`src/rtl/hazard_ctrl.sv`:
```
`default_nettype none
// +----------------------------------------------------------------------+
// | hazard_ctrl: pipeline stall/flush control with per-register          |
// | countdown scoreboard; HAZARD_CTRL_FORWARD_EN selects load-use only.  |
// | Revision: 1.0                                                        |
// +----------------------------------------------------------------------+
module hazard_ctrl #(
    parameter int REG_W   = 5,
    parameter int WB_DIST = 2,
    parameter int CNT_W   = 16
) (
    input  logic             CLK,
    input  logic             RST,
    input  logic             ihit,
    input  logic             dhit,
    input  logic             dmemREN,
    input  logic             dmemWEN,
    input  logic             branch_taken,
    input  logic             jump,
    input  logic             halt,
    input  logic [REG_W-1:0] id_rs,
    input  logic [REG_W-1:0] id_rt,
    input  logic             id_rs_used,
    input  logic             id_rt_used,
    input  logic [REG_W-1:0] ex_rd,
    input  logic             ex_wen,
    input  logic             ex_load,
    output logic             stall_ifid,
    output logic             stall_idex,
    output logic             stall_xmem,
    output logic             stall_wb,
    output logic             flush_ifid,
    output logic             flush_idex,
    output logic             flush_xmem,
    output logic             flush_wb,
    output logic             pc_en,
    output logic             halted,
    output logic [CNT_W-1:0] stall_cnt
);

    localparam logic [1:0] S_RUN     = 2'd0;
    localparam logic [1:0] S_MEMWAIT = 2'd1;
    localparam logic [1:0] S_LDSTALL = 2'd2;
    localparam logic [1:0] S_HALTED  = 2'd3;

    localparam int c_NREG = 2 ** REG_W;

    logic [1:0]       r_state;
    logic [1:0]       w_state_nxt;
    logic             w_memwait;
    logic             w_redirect;
    logic             w_hazard;
    logic [CNT_W-1:0] r_stall_cnt;

    assign w_memwait  = (dmemREN | dmemWEN) & ~dhit;
    assign w_redirect = branch_taken | jump;

`ifdef HAZARD_CTRL_FORWARD_EN
    // Forwarding covers everything except a load result needed right away.
    assign w_hazard = ex_load & ex_wen & (ex_rd != '0) &
                      ((id_rs_used & (id_rs == ex_rd)) |
                       (id_rt_used & (id_rt == ex_rd)));
`else
    localparam int c_SB_W = (WB_DIST > 0) ? $clog2(WB_DIST + 1) : 1;
    localparam logic [c_SB_W-1:0] c_SB_LOAD = c_SB_W'(WB_DIST);

    logic [c_NREG-1:0] w_pend;
    logic              w_unused_ok;

    assign w_unused_ok = ex_load;

    for (genvar g = 0; g < c_NREG; g++) begin : g_sb
        if (g == 0) begin : g_zero
            assign w_pend[g] = 1'b0;
        end else begin : g_entry
            logic [c_SB_W-1:0] r_cnt;
            logic              w_hit;

            assign w_hit = ex_wen & (ex_rd == REG_W'(g));

            always_ff @(posedge CLK) begin
                if (RST) begin
                    r_cnt <= '0;
                end else if (w_hit && !stall_xmem) begin
                    r_cnt <= c_SB_LOAD;
                end else if ((r_cnt != '0) && !stall_wb) begin
                    r_cnt <= r_cnt - 1'b1;
                end
            end

            // The instruction in EX is pending before it reaches the scoreboard.
            assign w_pend[g] = (r_cnt != '0) | w_hit;
        end
    end

    assign w_hazard = (id_rs_used & (id_rs != '0) & w_pend[id_rs]) |
                      (id_rt_used & (id_rt != '0) & w_pend[id_rt]);
`endif

    always_comb begin
        stall_ifid  = 1'b0;
        stall_idex  = 1'b0;
        stall_xmem  = 1'b0;
        stall_wb    = 1'b0;
        flush_ifid  = 1'b0;
        flush_idex  = 1'b0;
        flush_xmem  = 1'b0;
        flush_wb    = 1'b0;
        pc_en       = 1'b1;
        w_state_nxt = r_state;
        if (RST) begin
            flush_ifid  = 1'b1;
            flush_idex  = 1'b1;
            flush_xmem  = 1'b1;
            flush_wb    = 1'b1;
            pc_en       = 1'b0;
            w_state_nxt = S_RUN;
        end else if (w_memwait) begin
            stall_ifid  = 1'b1;
            stall_idex  = 1'b1;
            stall_xmem  = 1'b1;
            stall_wb    = 1'b1;
            pc_en       = 1'b0;
            // A halted core stays halted even if a stray access is pending.
            w_state_nxt = (r_state == S_HALTED) ? S_HALTED : S_MEMWAIT;
        end else if (r_state == S_HALTED) begin
            flush_ifid  = 1'b1;
            flush_idex  = 1'b1;
            pc_en       = 1'b0;
        end else begin
            w_state_nxt = S_RUN;
            if (w_redirect) begin
                flush_ifid = 1'b1;
                flush_idex = 1'b1;
            end else if (w_hazard) begin
                stall_ifid  = 1'b1;
                flush_idex  = 1'b1;
                pc_en       = 1'b0;
                w_state_nxt = S_LDSTALL;
            end else if (!ihit) begin
                stall_ifid = 1'b1;
                flush_idex = 1'b1;
                pc_en      = 1'b0;
            end
            if (halt) begin
                w_state_nxt = S_HALTED;
            end
        end
    end

    assign halted = (r_state == S_HALTED) & ~RST;

    always_ff @(posedge CLK) begin
        if (RST) begin
            r_state <= S_RUN;
        end else begin
            r_state <= w_state_nxt;
        end
    end

    always_ff @(posedge CLK) begin
        if (RST) begin
            r_stall_cnt <= '0;
        end else if (!pc_en && (r_state != S_HALTED) && (r_stall_cnt != '1)) begin
            r_stall_cnt <= r_stall_cnt + 1'b1;
        end
    end

    assign stall_cnt = r_stall_cnt;

endmodule
`default_nettype wire

```
`config.mk`:
```
export PLATFORM = sky130hd
export DESIGN_NAME = hazard_ctrl
export DESIGN_NICKNAME = d
export VERILOG_FILES = /design/src/rtl/hazard_ctrl.sv
export SDC_FILE = /design/constraint.sdc
export NUM_CORES = 1
export LEC_CHECK = 0
export ABC_AREA = 1
export CORE_ASPECT_RATIO = 0.7
export CORE_MARGIN = 4
export CORE_UTILIZATION = 50
export DETAILED_ROUTE_END_ITERATION = 12
export PLACE_DENSITY = 0.78
export SETUP_SLACK_MARGIN = 0.5
export SLEW_MARGIN = 10
export SYNTH_ARGS = -nofsm -noshare
export SYNTH_HDL_FRONTEND = slang
export SYNTH_SLANG_ARGS = --single-unit
```
`constraint.sdc`:
```
create_clock -name CLK -period 2.06 [get_ports CLK]
set_input_delay 0.206 -clock CLK [delete_from_list [all_inputs] [get_ports CLK]]
set_output_delay 0.206 -clock CLK [all_outputs]
set_load 0.03 [all_outputs]
```
Word-level counts from Yosys, hierarchy flattened. Index checks and enable logic that the tools add are counted.

Add/sub/neg operators: 32. $mul: 0. Div/mod/pow operators: 0. Order comparisons: 2. Equal/unequal tests: 35. Shift operators: 0. Multiplexer cells: 95. Bitwise logic cells: 73. Reduce and logical (&&, ||, !) cells: 161.

Operators by type and width (number): two-way mux 2 bit (68); nonzero test 2 bit (62); equality test 5 bit (second input constant) (16); logical AND 1 bit (64); OR reduction 2 bit (31); subtractor 2 x 1 -> 2 bit (second input constant) (31); equality test 5 x 4 -> 1 bit (second input constant) (8); AND 1 bit (37); OR 1 bit (34); two-way mux 1 bit (25); equality test 5 x 3 -> 1 bit (second input constant) (4); adder 16 x 1 -> 16 bit (second input constant) (1); != test 16 bit (second input constant) (1); less-than comparator 5 x 6 -> 1 bit (second input constant) (2); binary-select mux 1 bit (select 5 bit) (2); equality test 5 x 2 -> 1 bit (second input constant) (2); nonzero test 5 bit (2); equality test 5 x 1 -> 1 bit (second input constant) (1); != test 2 bit (second input constant) (2); equality test 2 bit (second input constant) (1); zero test 1 bit (2); NOT 1 bit (2).

Flip-flop bits (word level): 80. Bits in latches: 0. RAM bits: 0. ROM bits: 0. Input port bits: 28. Memories: 0.

Logic depth before layout (Yosys ltp). Gate-level depths: netlist of run 1.

Word-level depth: 15. Depth in mapped cells: 20. Gate-level depth less buffers: 19.

Least setup slack after synthesis of run 1. OpenSTA, ideal clock, no wires.

Kind: input port to output port. From: input dmemWEN. To: output flush_idex. Data arrival time: 2122 ps. Data required time: 1854 ps. Setup slack: -268 ps. Cell stages on the path: 7. Cell sequence: nor2_1 > nor2_1 > inv_1 > nor2_1 > clkbuf_1 > clkbuf_1 > o21ai_0.

Cells in the longest elaborated chain, start to end: 4.

Ends and longest elaborated chain: start, declared (RTL line 17) `input logic dmemWEN,`; OR 1 bit (RTL line 55) `assign w_memwait = (dmemREN | dmemWEN) & ~dhit;`; AND 1 bit (RTL line 55); two-way mux 1 bit (RTL line 118) `end else if (w_memwait) begin`; two-way mux 1 bit (RTL line 111) `if (RST) begin`; end, declared (RTL line 33) `output logic flush_idex,`.

Every way passes these cells.

Worst setup path in the final report of run 1.
From: register g_sb[11].g_entry.r_cnt[0]. To: output pc_en.

Cells in the longest elaborated chain, start to end: 11. Elaborated cells on any way between the ends: 14. Those cells by class: mux (9); bitwise (4); reduce/logical (1).

Ends and longest elaborated chain: start, declared (RTL line 76) `logic [c_SB_W-1:0] r_cnt;`; start signal, assigned (RTL line 85) `r_cnt <= c_SB_LOAD;`; start signal, assigned (RTL line 87) `r_cnt <= r_cnt - 1'b1;`; nonzero test 2 bit * (RTL line 92) `assign w_pend[g] = (r_cnt != '0) | w_hit;`; OR 1 bit * (RTL line 92); binary-select mux 1 bit (select 5 bit) (on tied branches) (RTL line 96, 97); two-way mux 1 bit (on tied branches) (RTL line 96, 97); AND 1 bit (on tied branches) (RTL line 96, 97); OR 1 bit * (RTL line 96) `assign w_hazard = (id_rs_used & (id_rs != '0) & w_pend[id_rs]) |`; two-way mux 1 bit * (RTL line 135) `end else if (w_hazard) begin`; two-way mux 1 bit * (RTL line 132) `if (w_redirect) begin`; two-way mux 1 bit * (RTL line 126) `end else if (r_state == S_HALTED) begin`; two-way mux 1 bit * (RTL line 118); two-way mux 1 bit * (RTL line 111); end, declared (RTL line 36) `output logic pc_en,`.

Every way passes the cells marked *; elsewhere a longest branch is shown, timed or not. The select of a mux whose other input is x is not followed.

==> metrics, run 1 <==
status complete, but fails checks; violated checks setup timing; critical path peak fanout 3; CP Data Arrival Time 2050 ps; Critical Path Max Stage Delay 320 ps; DR DRC count 0; Initial Util 52.3%; htree depth 3; Max Root-Sink Buffers 2; vias in the first global route 5976; Leak Pwr 4.15 nW; Area Overhead vs Synth 56.4%; share of cells above drive strength 1 41.2%; Die X 134 um; Avg Cell Area, Syn 6.06 sq um; Filler cells 597; via density per instance 5.69; antenna violations before repair 0; Syn. warnings 0; Root Buffer clkbuf_16; highest clock rate 443 MHz; total chip power 10.4 mW; clock latency at the later pin of the worst-skew pair 350 ps; Post-layout nets 1141; Setup crit end kind output pin; Netlist cell types 28; worst hold path type in2reg; final setup margin -195 ps; CP max stage cell dfxtp_2; most frequent cells in the layout 169 x nand2_1, 127 x inv_1, 126 x buf_4, 60 x nor2_1, 56 x inv_2; post-route insts no fill 1234; Core Footprint 10600 sq um; Worst-path clk slew 70 ps; sequential fraction of the synthesis area 28.9%; I/O pin count 54; crit start category flip-flop; commonest non-fill, non-tap cell in the layout nand2_1; DR iter-0 viols 684; worst slew pin tran 652 ps; RSZ-0062 raised after global routing true; Total Wirelength 20700 um; WP data required 1850 ps; largest net degree at the start of global routing 65; final setup vio count 20; Critical Setup Path Class reg2out; Post-Route Setup TNS -2280 ps; # clock sinks 80; Mapped Area 5540 sq um; crit path time final 2260 ps; IO Port Bufs 52; Pre-Repair DR Iteration Count 7; flops & latches, synth 80; Detail Route Antenna Nets 0; Slew Limit Fails 0; Hold Buf Count CTS 0; via count 7018; Tot GR Track Use 27.7%; synthesized instance count 915; CP dominant cell by count nand2_1; gr ovfl total 0; cell area power density 1200 nW/um^2; Setup Skew 10.8 ps; Die ar. 12900 sq um; Final Cell Area 8670 sq um; CTS tree built; Routed WL per cell 16.8 um; Worst VDD drop 858 uV; Hold Vio Cnt, Final 0; cells on worst reg2reg path 19; diodes inserted 0; Max Cap Violations 0; die height 96.1 um; Core Util, Final 81.9%; fin crit share 109%; HPWL after detailed placement 11400 um; TritonCTS Buffers 9; Hold Path Stages 5; Inst Count DP 1175; Area after DPL 6980 sq um; syn nets 975; first-pass GRT wire length 28900 um; crit path cell chain inv_2 -> ha_2 -> nand2_1 -> nand2_1 -> nand3_1 -> nand2_1 -> nand2_1 -> nand3_2 -> nand3_2 -> nand3_4 -> nand3_4 -> nand2_4 -> nand2_4 -> clkinvlp_4 -> buf_6; standard-cell rows 31; routability cong. 0.971; Slew headroom 56.5%
==> what timing repair did <==
item	CTS	global route
resized for setup	216	154
pin swaps	70	79
gates cloned	2	2
endpoints found under the setup margin	94	28
buffers inserted	29	10
==> cell families (layout without fill, tap and decap cells) <==
family	after synthesis	after routing	synth area share (%)
buffers and inverters	226	397	15.9
AND/OR/NAND/NOR	434	434	33.6
flip-flops	80	80	28.9
adder cells (fa/ha/maj)	32	32	7.22
XOR/XNOR	1	1	0.158
AO/OA/AOI/OAI	142	142	14.2
==> sequential cells by signal (all words and copies together) (netlist names) <==
name,flops
r_state,2
g_sb.g_entry.r_cnt,62
stall_cnt,16
==> final timing paths <==
| check | slack, ps | end | from |
|---|---|---|---|
| worst max register to register | -170 | stall_cnt[3] | g_sb[11].g_entry.r_cnt[0] |
| worst min register to register | 470 | g_sb[1].g_entry.r_cnt[0] | g_sb[1].g_entry.r_cnt[0] |
| worst max-delay path | -200 | pc_en | g_sb[11].g_entry.r_cnt[0] |
| worst min-delay path | 460 | r_state[0] | dhit |
==> cell type report <==
class,count,area [sq um],share of cell area [%]
tap,148,185,2.14
timing repair buffer,190,1710,19.7
inverter,190,737,8.50
multi-input combinational,609,4060,46.8
clock buffer,13,240,2.77
sequential,80,1660,19.1
clock inverter,3,67.6,0.779
timing repair inverter,1,7.51,0.0866
==> routing by layer <==
metal | GRT usage, % | routed length (um) | vias to the layer above
met1 | 36.2 | 8170 | 3155
li1 | - | - | 3236
met2 | 45.4 | 9350 | 509
met3 | 6.69 | 2310 | 118
met4 | 9.16 | 921 | 0
met5 | 0 | 0 | -
==> Yosys cell counts <==
cell type,number,area [sq um]
dfxtp_1,80,1600
buf_4,7,52.6
o211ai_1,25,188
inv_1,185,694
o221ai_1,1,8.76
o21ai_0,54,270
nor2_1,79,297
nand4_1,16,100
or2_2,8,50.1
nand2_1,219,822
buf_2,7,35.0
nor2_2,2,12.5
nand3_2,1,10.0
buf_1,2,7.51
clkinv_1,3,11.3
xnor2_1,1,8.76
inv_2,2,7.51
ha_1,32,400
nand3b_1,1,7.51
nand2_2,2,12.5
a31oi_1,2,12.5
o22ai_1,7,43.8
nand3_1,95,475
nand2_4,1,11.3
clkbuf_1,20,75.1
a21oi_1,53,265
nor2_4,2,22.5
nor3_1,8,40.0
==> worst max-delay path: cells and delay by family, from the launching register on <==
kind | cells | cell delay, ps
and+or+nand+nor | 11 | 930
DFF | 1 | 320
buffers and inverters | 3 | 270
adders and majority gates | 1 | 180
==> metrics by stage <==
step	worst slack, ps	hold WS (ps)
after floorplan	56.1	370
after global placement	-1010	451
after detailed placement	-1050	459
after CTS	-74.8	449
after global routing	-277	493
final	-195	462
==> power by group <==
part / internal (mW) / total [mW] / switching [mW]
logic: 2.71 / 6.15 / 3.44
clock network: 1.06 / 1.72 / 0.659
registers: 2.22 / 2.50 / 0.281
total: 5.99 / 10.4 / 4.38
(Power assumes the default switching activity.)
==> inputs of run 2 (changes only) <==
SLEW_MARGIN = default   (was 10)
==> results of run 2 <==
Final layout, timing and power as in run 1 (identical DEF).
==> patch: new RTL, settings of run 2 <==
Change the parameter `CNT_W` from 16 to 32.
--- a/src/rtl/hazard_ctrl.sv
+++ b/src/rtl/hazard_ctrl.sv
@@ -9,3 +9,3 @@
     parameter int WB_DIST = 2,
-    parameter int CNT_W   = 16
+    parameter int CNT_W   = 32
 ) (
Interface: changed (resized stall_cnt); port bits go from 54 to 70. No check against the original RTL was run, so the function may have changed too.
==> patch against run 2 <==
- the run still ends with setup timing left
- routed wire length up 34%
- critical path depth stayed put
- area after synthesis rose by 21%
- critical path type is now reg2reg
- sequential cell count up 16
- total power up 8.7%
- worst setup slack worse by 0.15 ns
- final area rose by 24%
- clock power rose by 6%
==> patch: results (changes against run 2) <==
Global route:
- The wire length of the first global-routing pass is 37810 um (+31%).
- The via count of the first global-routing pass is 7725 (+29%).
- The maximum number of pins on one net before global-route repair came to 89 (+37%).
- The overall global routing resource usage was 0.2992 (+0.02209).

Power:
- The maximum resistive drop on vdd is 0.7322 mV (-15%).
- The static leakage power is 5.213 nW (+26%).

CTS:
- The total of cells resized after clock tree synthesis is 241 (+12%).
- The count of buffers added by post-CTS timing repair for setup came to 20 (-31%).

Synth:
- By area the synthesized netlist is led by dfxtp_1 (29%), nand2_1 (15%), inv_1 (13%).
- The number of library cell types mapped by synthesis is 30 (+7.1%).
- The portion of the post-synthesis area used by sequential elements was 0.2864 (-0.002532).

Detailed routing:
- The DRC marker count from the first detailed-route iteration is 1045 (+53%).
- The detailed-routing iteration count for the pre-antenna-repair pass is 6 (-1).
- The via density per instance is 5.804 (+2.0%).

Hold path:
- The path with the worst hold slack has its endpoint at g_sb[12].g_entry.r_cnt[1].
- The startpoint of the most critical hold path is RST.
- The depth of the worst hold-timing path was 3 (-2).

Critical path:
- The critical path ends at stall_cnt[26].
- The critical path arrival was 2.67 ns (+0.62 ns).
- The path depth of the worst reg2reg path is 15 (-4).
- In this run the worst setup path begins at stall_cnt[1].
- The highest fanout seen on the critical path is 4 (+1).

Placement:
- The cell area after placement is 8712 um^2 (+25%).
- The routability-driven placement congestion ratio came to 0.9385 (-3.4%).
- The total half-perimeter wirelength after legalization and detailed placement came to 14890 um (+31%).
- The number of input and output port buffers inserted was 68 (+31%).

STA:
- The setup-violating endpoint count in the final report is 35 (+75%).
- The post-route clock skew came to 0.01119 ns (+0.0004232 ns).
- The final setup slack of the worst path is -0.3438 ns (-0.1486 ns).

Outcome:
- The flow ran to the end, but the final reports show violations.
- The final reports fail on setup timing.

Final layout:
- The share of final-layout standard cells stronger than drive strength 1 is 0.3747 (-0.03688).
==> patch: worst max-delay path: stages (launching register included) <==
cell and delay, ns:
dfxtp_4 0.37, ha_4 0.14, nand2_1 0.07, nor2_2 0.14, nand3_2 0.12, nor2_4 0.21, nand3_2 0.13, nor4_4 0.29
nand2_1 0.13, nor2_2 0.12, inv_1 0.10, nor2_2 0.12, nand3_2 0.08, nand2_1 0.06, inv_1 0.05, nor2_1 0.19
==> patch: kinds of logic after synthesis <==
family	count (synthesis)	share of synthesized area
buffers and inverters	287	0.1686
XOR/XNOR	2	0.002611
adder cells (fa/ha/maj)	32	0.05967
AND/OR/NAND/NOR	564	0.3617
flip-flops	96	0.2864
AO/OA/AOI/OAI	148	0.1210
==> patch: layout make-up <==
cell class | count | area, um^2
fill | 769 | 2372
clock buffer | 11 | 232.7
sequential | 96 | 1992
inverter | 242 | 938.4
tap | 166 | 207.7
multi-input combinational | 746 | 4763
timing repair buffer | 260 | 2542
timing repair inverter | 1 | 7.507
clock inverter | 5 | 81.33
==> patch: metal layers <==
layer,part of all wire,global-route usage,wire length [um]
met5,0,0,0
met2,0.44,0.4668,12260
met1,0.39,0.4168,10910
met4,0.049,0.08188,1351
met3,0.12,0.06762,3319
==> patch: where the power goes <==
part           total [mW]  leakage (nW)  switching [mW]  internal (mW)
logic                6.68          4.26            3.66           3.02
registers            2.76         0.807           0.284           2.48
clock network        1.83         0.150           0.763           1.07
==> patch: through the flow <==
step | cells | utilization
after CTS | 1503 | 0.7519
final | 1527 | 0.8194
after global routing | 1527 | 0.8194
after floorplan | 1129 | -
after global placement | 1459 | 0.6631
after detailed placement | 1459 | 0.6631
